<file path="src/rtl/if_id_buffer_pkg.sv">
`default_nettype none
// ============================================================================
// Module      : if_id_buffer_pkg
// Description : Shared fetch-to-decode types and constants.
// Revision    : 1.0 - initial release
// ============================================================================
package if_id_buffer_pkg;

  localparam int XLEN = 32;

  // Decode substitutes this when the buffer is empty.
  localparam logic [XLEN-1:0] NOP_INSTR = 32'h0000_0013;

  typedef struct packed {
    logic [XLEN-1:0] pc;
    logic [XLEN-1:0] pcplus4;
    logic [XLEN-1:0] instr;
  } if_id_t;

endpackage
`default_nettype wire

</file>
<file path="src/rtl/if_id_fifo.sv">
`default_nettype none
// ============================================================================
// Module      : if_id_fifo
// Description : DEPTH-entry synchronous FIFO of if_id_t with flush; head is a
//               combinational read of the register array.
// Revision    : 1.0 - initial release
// ============================================================================
module if_id_fifo
  import if_id_buffer_pkg::*;
#(
  parameter int DEPTH = 4
) (
  input  logic                       clk,
  input  logic                       rst_n,
  input  logic                       flush,
  input  logic                       push,
  input  if_id_t                     push_data,
  input  logic                       pop,
  output if_id_t                     head,
  output logic [$clog2(DEPTH+1)-1:0] count
);

  localparam int AW = $clog2(DEPTH);
  localparam int CW = $clog2(DEPTH + 1);

  if_id_t        r_mem [DEPTH];
  logic [AW-1:0] r_wr_ptr;
  logic [AW-1:0] r_rd_ptr;
  logic [CW-1:0] r_count;
  logic          w_do_push;
  logic          w_do_pop;

  assign w_do_push = push & ~flush;
  assign w_do_pop  = pop & (r_count != '0);

  // Pointers are power-of-two wide and wrap on their own; full/empty come only from count.
  always_ff @(posedge clk or negedge rst_n) begin
    if (!rst_n) begin
      r_wr_ptr <= '0;
      r_rd_ptr <= '0;
      r_count  <= '0;
    end else if (flush) begin
      r_wr_ptr <= '0;
      r_rd_ptr <= '0;
      r_count  <= '0;
    end else begin
      if (w_do_push) r_wr_ptr <= r_wr_ptr + 1'b1;
      if (w_do_pop)  r_rd_ptr <= r_rd_ptr + 1'b1;
      case ({w_do_push, w_do_pop})
        2'b10:   r_count <= r_count + 1'b1;
        2'b01:   r_count <= r_count - 1'b1;
        default: r_count <= r_count;
      endcase
    end
  end

  always_ff @(posedge clk) begin
    if (w_do_push) r_mem[r_wr_ptr] <= push_data;
  end

  assign head  = r_mem[r_rd_ptr];
  assign count = r_count;

`ifndef SYNTHESIS
  a_no_overflow : assert property (@(posedge clk) disable iff (!rst_n)
    w_do_push |-> (r_count != CW'(DEPTH)));
`endif

endmodule
`default_nettype wire

</file>
<file path="src/rtl/if_id_buffer.sv">
`default_nettype none
// ============================================================================
// Module      : if_id_buffer
// Description : IF->ID buffer: aligns PC with the BRAM instruction, queues and
//               hands entries to decode. IF_ID_BUF_BYPASS_EN enables the
//               empty-path bypass.
// Revision    : 1.0 - initial release
// ============================================================================
module if_id_buffer
  import if_id_buffer_pkg::*;
#(
  parameter int DEPTH = 4,
  parameter int XLEN  = 32
) (
  input  logic                       clk,
  input  logic                       rst_n,
  input  logic                       fetch_valid,
  input  logic [XLEN-1:0]            fetch_pc,
  input  logic [XLEN-1:0]            fetch_pcplus4,
  input  logic [XLEN-1:0]            bram_instr,
  input  logic                       flush,
  output logic                       fetch_en,
  output if_id_t                     out,
  output logic                       out_valid,
  input  logic                       out_ready,
  output logic [$clog2(DEPTH+1)-1:0] count
);

  localparam int CW = $clog2(DEPTH + 1);

  logic            r_p_valid;
  logic [XLEN-1:0] r_p_pc;
  logic [XLEN-1:0] r_p_pcplus4;
  if_id_t          w_entry;
  if_id_t          w_head;
  logic [CW-1:0]   w_count;
  logic [CW:0]     w_occupancy;
  logic            w_fifo_valid;
  logic            w_bypass;
  logic            w_push;
  logic            w_pop;

  // The BRAM answers one cycle after the fetch, so the PC is held for a cycle.
  always_ff @(posedge clk or negedge rst_n) begin
    if (!rst_n) begin
      r_p_valid   <= 1'b0;
      r_p_pc      <= '0;
      r_p_pcplus4 <= '0;
    end else begin
      r_p_valid <= fetch_valid & ~flush;
      if (fetch_valid) begin
        r_p_pc      <= fetch_pc;
        r_p_pcplus4 <= fetch_pcplus4;
      end
    end
  end

  assign w_entry      = {r_p_pc, r_p_pcplus4, bram_instr};
  assign w_fifo_valid = (w_count != '0);

`ifdef IF_ID_BUF_BYPASS_EN
  assign w_bypass = ~w_fifo_valid & r_p_valid & ~flush;
`else
  assign w_bypass = 1'b0;
`endif

  // A bypassed entry that decode takes immediately never occupies a slot.
  assign w_push = r_p_valid & ~flush & ~(w_bypass & out_ready);
  assign w_pop  = w_fifo_valid & out_ready;

  if_id_fifo #(
    .DEPTH(DEPTH)
  ) u_fifo (
    .clk      (clk),
    .rst_n    (rst_n),
    .flush    (flush),
    .push     (w_push),
    .push_data(w_entry),
    .pop      (w_pop),
    .head     (w_head),
    .count    (w_count)
  );

  always_comb begin
    out = '0;
    if (w_fifo_valid) out = w_head;
    else if (w_bypass) out = w_entry;
  end

  assign out_valid = w_fifo_valid | w_bypass;
  assign count     = w_count;

  // Reserve a slot for the in-flight entry; a same-cycle dequeue is not credited.
  assign w_occupancy = {1'b0, w_count} + {{CW{1'b0}}, r_p_valid};
  assign fetch_en    = (w_occupancy < (CW+1)'(DEPTH));

`ifndef SYNTHESIS
  a_fetch_when_stalled : assert property (@(posedge clk) disable iff (!rst_n)
    fetch_valid |-> fetch_en);
`endif

endmodule
`default_nettype wire
</file>
<file path="config.mk">
export PLATFORM = sky130hd
export DESIGN_NAME = if_id_buffer
export DESIGN_NICKNAME = d
export VERILOG_FILES = /design/src/rtl/if_id_buffer_pkg.sv /design/src/rtl/if_id_fifo.sv /design/src/rtl/if_id_buffer.sv
export SDC_FILE = /design/constraint.sdc
export NUM_CORES = 1
export LEC_CHECK = 0
export ABC_AREA = 1
export CAP_MARGIN = 20
export CELL_PAD_IN_SITES_DETAIL_PLACEMENT = 1
export CELL_PAD_IN_SITES_GLOBAL_PLACEMENT = 2
export CORE_ASPECT_RATIO = 0.75
export CORE_MARGIN = 2
export CORE_UTILIZATION = 40
export CTS_CLUSTER_DIAMETER = 120
export DETAILED_ROUTE_END_ITERATION = 8
export PLACE_DENSITY_LB_ADDON = 0.08
export SLEW_MARGIN = 0
export SYNTH_ARGS = -nofsm -noshare
export SYNTH_HDL_FRONTEND = slang
export SYNTH_HIERARCHICAL = 1
export SYNTH_SLANG_ARGS = --single-unit
export TNS_END_PERCENT = 1
</file>
<file path="constraint.sdc">
create_clock -name clk -period 15.9 [get_ports clk]
set_input_delay 1.59 -clock clk [delete_from_list [all_inputs] [get_ports clk]]
set_output_delay 1.59 -clock clk [all_outputs]
set_load 0.02 [all_outputs]
</file>
==> results by group, run 1 <==
Drt
  • Vias per cell: 5.141
  • Antenna Nets Post-Route: 0
  • Number of remaining DRC errors: 0
  • WL/cell: 20.39 um
  • Via Count: 11.72k
  • Final wirelength: 46470 um
  • Pre-antenna DRT Iters: 4
  • Initial DRC Count: 666

Clocking
  • H-tree depth: 2
  • Setup Fix Bufs, Post-CTS: 0
  • Inserted Clock Buffers: 45
  • CTS root buf: clkbuf_16
  • Clock sinks: 456
  • Clk_lat worst skew: 0.55 ns
  • CTS tree: done
  • Post-CTS Hold Fix Bufs: 0
  • Maximum root-to-sink buffer count: 3
  • # resized after CTS: 0
  • Reg clk slew, reported paths: 0.06 ns

Power
  • Leakage: 8.185 nW
  • Pwr Density: 114.4 nW/um2
  • Logic pwr share: 3.9%
  • Sw Ratio: 20.71%
  • P_int: 1.992 mW
  • Flop pwr share: 53.6%
  • Peak VDD IR: 0.07693 mV
  • NetSw: 0.5201 mW
  • Clock power frac: 42.4%

Hold path
  • Hold depth: 0
  • HP Class: register to register
  • Hold Path End: u_fifo/r_mem[1][73]
  • Origin of the worst min-delay path: r_p_pc[9]

Setup path
  • Crit path largest cell delay: 0.85 ns
  • Reg2reg setup slack: 12.24 ns
  • Crit end category: primary output
  • CP Data Required Time: 14.31 ns
  • Crit Reg-Reg Endpoint: u_fifo/count[2]
  • Slowest CP cell: buf_4
  • Crit path kind: register to primary output
  • Worst-path fanout max: 113
  • Crit-path cells: inv_6 > buf_4 > nor2_1 > o22ai_1 > inv_1 > a21oi_1 > clkdlybuf4s50_1
  • FF-to-FF Start: u_fifo/count[1]
  • Crit start category: register
  • Reg2Reg Depth: 12
  • Worst EP arrival: 4.29 ns

Yosys
  • Cells after synthesis: 1484
  • Count leader, synth: edfxtp_1
  • Post-synth ARST share: 15.79%
  • Syn Nets: 1590
  • Number of synthesized flops with an enable pin: 384
  • Ys flop type: edfxtp_1
  • Yosys cell types: 25
  • Post-synth top cells: edfxtp_1 (384), nand2_1 (211), nor2_1 (201)
  • Syn Std Cell Area: 18090 um2
  • Post-synthesis sequential area ratio: 73.71%
  • Yosys top cell area share: 63.75%
  • Largest area contributor in the netlist: edfxtp_1
  • Post-synthesis register bit count: 456
  • Ys Warns: 6
  • Syn Area/Cell: 12.19 um2
  • Top cells by area, synth: edfxtp_1 (64%), dfrtp_1 (10%), nand2_1 (4.4%)

STA
  • Fin worst setup slack: 10.02 ns
  • Worst slew pin tran: 1.014 ns
  • Fin. Hold Viols: 0
  • Skew final: 0.01433 ns
  • Slew HR: 32.40%
  • RSZ-0062 raised after global routing: false
  • Final critical-path required period: 5.881 ns
  • Setup TNS: 0 ns
  • Final setup viols: 0
  • Final period util: 36.99%
  • Min Hold Slack: 0.5125 ns
  • Peak Freq: 0.1700 GHz
  • Fin. max-slew vios: 0

GRT
  • Largest net degree at the start of global routing: 114
  • Met2 global-route usage: 34.33%
  • First-pass GRT wire length: 71770 um
  • Most Used Layer, Global Route: met2
  • Number of global-route vias before repair: 12.12k
  • Global Route Usage Sum: 19.84%
  • GR Util met1: 26.61%
  • GRT Residual Overflow: 0
  • Met3 Use GR: 2.804%
  • Initial antenna violation count: 2

Die
  • Die ar.: 46960 um2
  • Initial Utilization: 40.48%
  • Core ar.: 44680 um2
  • Io pins: 202
  • Die height: 188.2 um
  • Die Width: 249.6 um
  • Row count: 67

Layout
  • Layout cells sized above 1: 6.206%
  • Fill count: 4638
  • Multi-input logic area: 3781 um2
  • Register area: 13340 um2
  • Nets: 1761
  • P&R area growth vs syn: 21.37%

Flow run
  • Max-Cap Viols: 0

Placement
  • Placed wire-length estimate: 25360 um
  • GP Congestion: 0.6948
  • Pre-CTS WS: 10.52 ns
  • # port buffers: 201

Outcome
  • Status: completed
layout by cell type, fill, tap and decap left out:
master and instances:
edfxtp_1 384, nand2_1 211, clkdlybuf4s50_1 199, nor2_1 197
o21ai_0 137, inv_1 112, a21oi_1 99, o22ai_1 96
dfrtp_1 70, o21ai_1 58, clkbuf_16 47, buf_4 19
clkinv_2 14, clkbuf_8 7, clkbuf_1 7, clkinv_1 6
nor2_4 5, ha_1 4, nand3_1 3, bufinv_16 3
inv_6 2, dfrtp_4 2, diode_2 1, inv_2 1
clkinvlp_4 1, buf_2 1, nand2_2 1, nor2_2 1
a22o_1 1, nand4_1 1, xnor2_1 1, fa_1 1
buf_16 1
area by class of cell:
class | instances | area share (%)
inverter | 116 | 2.017
timing repair buffer | 220 | 9.871
clock inverter | 23 | 0.8605
multi-input combinational | 816 | 17.22
sequential | 456 | 60.76
clock buffer | 61 | 5.916
tap | 586 | 3.340
antenna | 1 | 0.01140
routing by layer:
| layer | routed length [um] | vias up |
|---|---|---|
| li1 | - | 5540 |
| met2 | 22940 | 186 |
| met4 | 881 | 2 |
| met3 | 1450 | 67 |
| met1 | 21180 | 5921 |
| met5 | 8 | - |
power by group through the flow:
stage,sequential (mW),clock (mW),combinational (mW)
finish,1.35,1.07,0.0989
global route,1.35,1.14,0.110
CTS,1.35,1.09,0.102
detailed placement,1.37,0,0.101
global placement,1.37,0,0.0999
floorplan,1.37,0,0.0414
worst max-delay path, delay by kind of cell (launching register included):
kind                   cells  cell delay [ns]
buffers and inverters      4             2.31
AOI/OAI and AO/OA          2             0.45
and+or+nand+nor            1             0.13
DFF                        1             0.78
cells by family after synthesis:
logic type                 share of synthesized area, %
AOI/OAI and AO/OA                                 11.50
xor gates and xnor gates                        0.04843
adders and majority gates                        0.3874
buffers and inverters                             5.554
DFF                                               73.71
and+or+nand+nor                                   8.799
per-stage QoR:
step	area [um2]	power, mW	instances	util (%)
4_1_cts	21920	2.540	2277	49.07
6_report	21950	2.512	2279	49.14
2_1_floorplan	18090	1.407	1484	-
3_5_place_dp	20440	1.473	2193	45.74
3_3_place_gp	20440	1.470	2193	45.74
5_1_grt	21950	2.600	2278	49.13
state kept, by name, indices dropped and copies added (netlist names):
name             count
u_fifo/r_mem       384
r_p_pc              32
r_p_pcplus4         32
u_fifo/count         3
u_fifo/r_rd_ptr      2
u_fifo/r_wr_ptr      2
r_p_valid            1
how the worst max path moves through the flow:
stage	cells after the start	endpoint	slack, ns	start
2_1_floorplan	3	u_fifo/r_mem[0][0]	9.49	flush
3_3_place_gp	7	out[41]	10.59	u_fifo/r_rd_ptr[0]
3_5_place_dp	7	out[41]	10.52	u_fifo/r_rd_ptr[0]
4_1_cts	7	out[57]	9.92	u_fifo/r_rd_ptr[0]
5_1_grt	7	out[57]	9.69	u_fifo/r_rd_ptr[0]
6_report	7	out[57]	10.02	u_fifo/r_rd_ptr[0]
(Power assumes the default switching activity.)
==> run 2, diff against run 1 <==
--- a/config.mk
+++ b/config.mk
@@ -11,7 +11,7 @@
 export CELL_PAD_IN_SITES_GLOBAL_PLACEMENT = 2
 export CORE_ASPECT_RATIO = 0.75
 export CORE_MARGIN = 2
-export CORE_UTILIZATION = 40
+export CORE_UTILIZATION = 34
 export CTS_CLUSTER_DIAMETER = 120
 export DETAILED_ROUTE_END_ITERATION = 8
 export PLACE_DENSITY_LB_ADDON = 0.08
==> constraint.sdc (replaced) <==
create_clock -name clk -period 5.25 [get_ports clk]
set_input_delay 0.525 -clock clk [delete_from_list [all_inputs] [get_ports clk]]
set_output_delay 0.525 -clock clk [all_outputs]
set_load 0.02 [all_outputs]
==> results by group, run 2 (synthesis gave the netlist of run 1 again) <==
Die
  • Die Width: 270.3 um
  • Die ar.: 55080 um2
  • Die height: 203.8 um
  • Io pins: 202
  • Row count: 73
  • Core ar.: 52790 um2
  • Initial Utilization: 34.26%

Setup path
  • Crit-path cells: inv_4 > buf_4 > o21ai_1 > o22ai_1 > inv_1 > a21oi_1 > clkdlybuf4s50_1
  • FF-to-FF Start: u_fifo/count[0]
  • CP Data Required Time: 4.72 ns
  • Crit start category: register
  • CP Buf/Inv Count: 4
  • Worst EP arrival: 3.71 ns
  • Slowest CP cell: inv_4
  • CP top delay family: buffers and inverters
  • Crit path largest cell delay: 0.82 ns
  • Reg2Reg Depth: 11
  • Reg2reg setup slack: 2.45 ns
  • Crit path kind: register to primary output
  • Worst-path fanout max: 80
  • Crit end category: primary output
  • Crit Reg-Reg Endpoint: u_fifo/count[2]

STA
  • Worst slew pin tran: 1.075 ns
  • Peak Freq: 0.2364 GHz
  • Final critical-path required period: 4.231 ns
  • Fin. Hold Viols: 0
  • Fin. max-slew vios: 0
  • Fin worst setup slack: 1.019 ns
  • RSZ-0062 raised after global routing: false
  • Final period util: 80.58%
  • Skew final: 0.007744 ns
  • Slew HR: 28.35%
  • Min Hold Slack: 0.05802 ns
  • Final setup viols: 0

Clocking
  • CTS root buf: clkbuf_16
  • Post-CTS Hold Fix Bufs: 0
  • Setup Fix Bufs, Post-CTS: 0
  • Inserted Clock Buffers: 47
  • # resized after CTS: 0
  • CTS tree: done
  • Clock sinks: 456
  • Maximum root-to-sink buffer count: 3
  • Clk_lat worst skew: 0.57 ns
  • H-tree depth: 2
  • Reg clk slew, reported paths: 0.06 ns

GRT
  • Number of global-route vias before repair: 12.34k
  • Largest net degree at the start of global routing: 194
  • Initial antenna violation count: 1
  • GRT Residual Overflow: 0
  • Global Route Usage Sum: 17.90%
  • First-pass GRT wire length: 75710 um

Layout
  • Largest regs: u_fifo/r_mem (384), r_p_pc (32), r_p_pcplus4 (32)
  • Largest Register: u_fifo/r_mem
  • Most frequent cells in the layout: edfxtp_1 (384), nand2_1 (211), clkdlybuf4s50_1 (199)
  • Largest register FFs: 384
  • Finished Layout Cells: 2408
  • P&R area growth vs syn: 22.44%
  • Nets: 1763
  • Commonest non-fill, non-tap cell in the layout: edfxtp_1
  • Core Util, Final: 41.95%
  • Layout cells sized above 1: 5.782%

Power
  • Design Power: 7.563 mW
  • Peak VDD IR: 0.1995 mV
  • Leakage: 8.183 nW
  • Pwr Density: 341.5 nW/um2

Placement
  • Pre-CTS WS: 1.547 ns
  • GP Congestion: 0.6810
  • Placed wire-length estimate: 26100 um
  • Dpl cells: 2319
  • # port buffers: 201

Drt
  • Antenna Nets Post-Route: 0
  • WL/cell: 20.46 um
  • Via Count: 11.70k
  • Pre-antenna DRT Iters: 5
  • Initial DRC Count: 530
  • Final wirelength: 49260 um
  • Number of remaining DRC errors: 0
  • Vias per cell: 4.859

Hold path
  • HP Class: primary input to asynchronous set/reset pin

Outcome
  • Status: completed

Flow run
  • Max-Cap Viols: 0
==> run 2: area by class of cell <==
class                           instances  area (um2)
Inverter                              116       445.4
Multi-Input combinational cell        816        3781
Tap cell                              712       890.9
Clock buffer                           71        1349
Antenna cell                            1       2.502
Fill cell                            5543       30650
Sequential cell                       456       13340
Timing Repair Buffer                  220        2237
Clock inverter                         16       101.3
==> run 2: worst max-delay path by stage <==
stage,from,cells past startpoint,slack [ns],end
after floorplan,flush,3,-0.09,u_fifo/r_mem[0][0]
after global placement,u_fifo/r_rd_ptr[1],7,1.59,out[67]
after detailed placement,u_fifo/r_rd_ptr[1],7,1.55,out[55]
after CTS,u_fifo/r_rd_ptr[1],7,0.87,out[55]
after global routing,u_fifo/r_rd_ptr[1],7,0.75,out[64]
final,u_fifo/r_rd_ptr[1],7,1.02,out[55]
==> run 2: routing by layer <==
metal	vias up	share of wire (%)	global-route usage [%]
met2	194	47	29.31
li1	5549	-	-
met5	-	0	0
met1	5902	48	24.88
met4	0	1.8	4.795
met3	56	3.4	2.849
==> run 2: where the power goes <==
part | switching (mW) | internal, mW
sequential | 0.0623 | 4.02
clock | 1.36 | 1.82
combinational | 0.173 | 0.133
total | 1.59 | 5.97
==> run 2: per-stage QoR <==
| stage | area [um2] | setup TNS (ns) |
|---|---|---|
| floorplan | 18090 | -35.43 |
| global placement | 20670 | 0 |
| detailed placement | 20670 | 0 |
| CTS | 22130 | 0 |
| global route | 22150 | 0 |
| finish | 22150 | 0 |
==> run 2: worst reg2reg max path: cells and delay by family (launching register included) <==
kind,cells,cell delay [ns]
adder cells (fa/ha/maj),1,0.38
XOR/XNOR,1,0.20
flip-flops,1,0.50
AND/OR/NAND/NOR,5,0.46
AO/OA/AOI/OAI,1,0.26
buffers and inverters,3,0.90
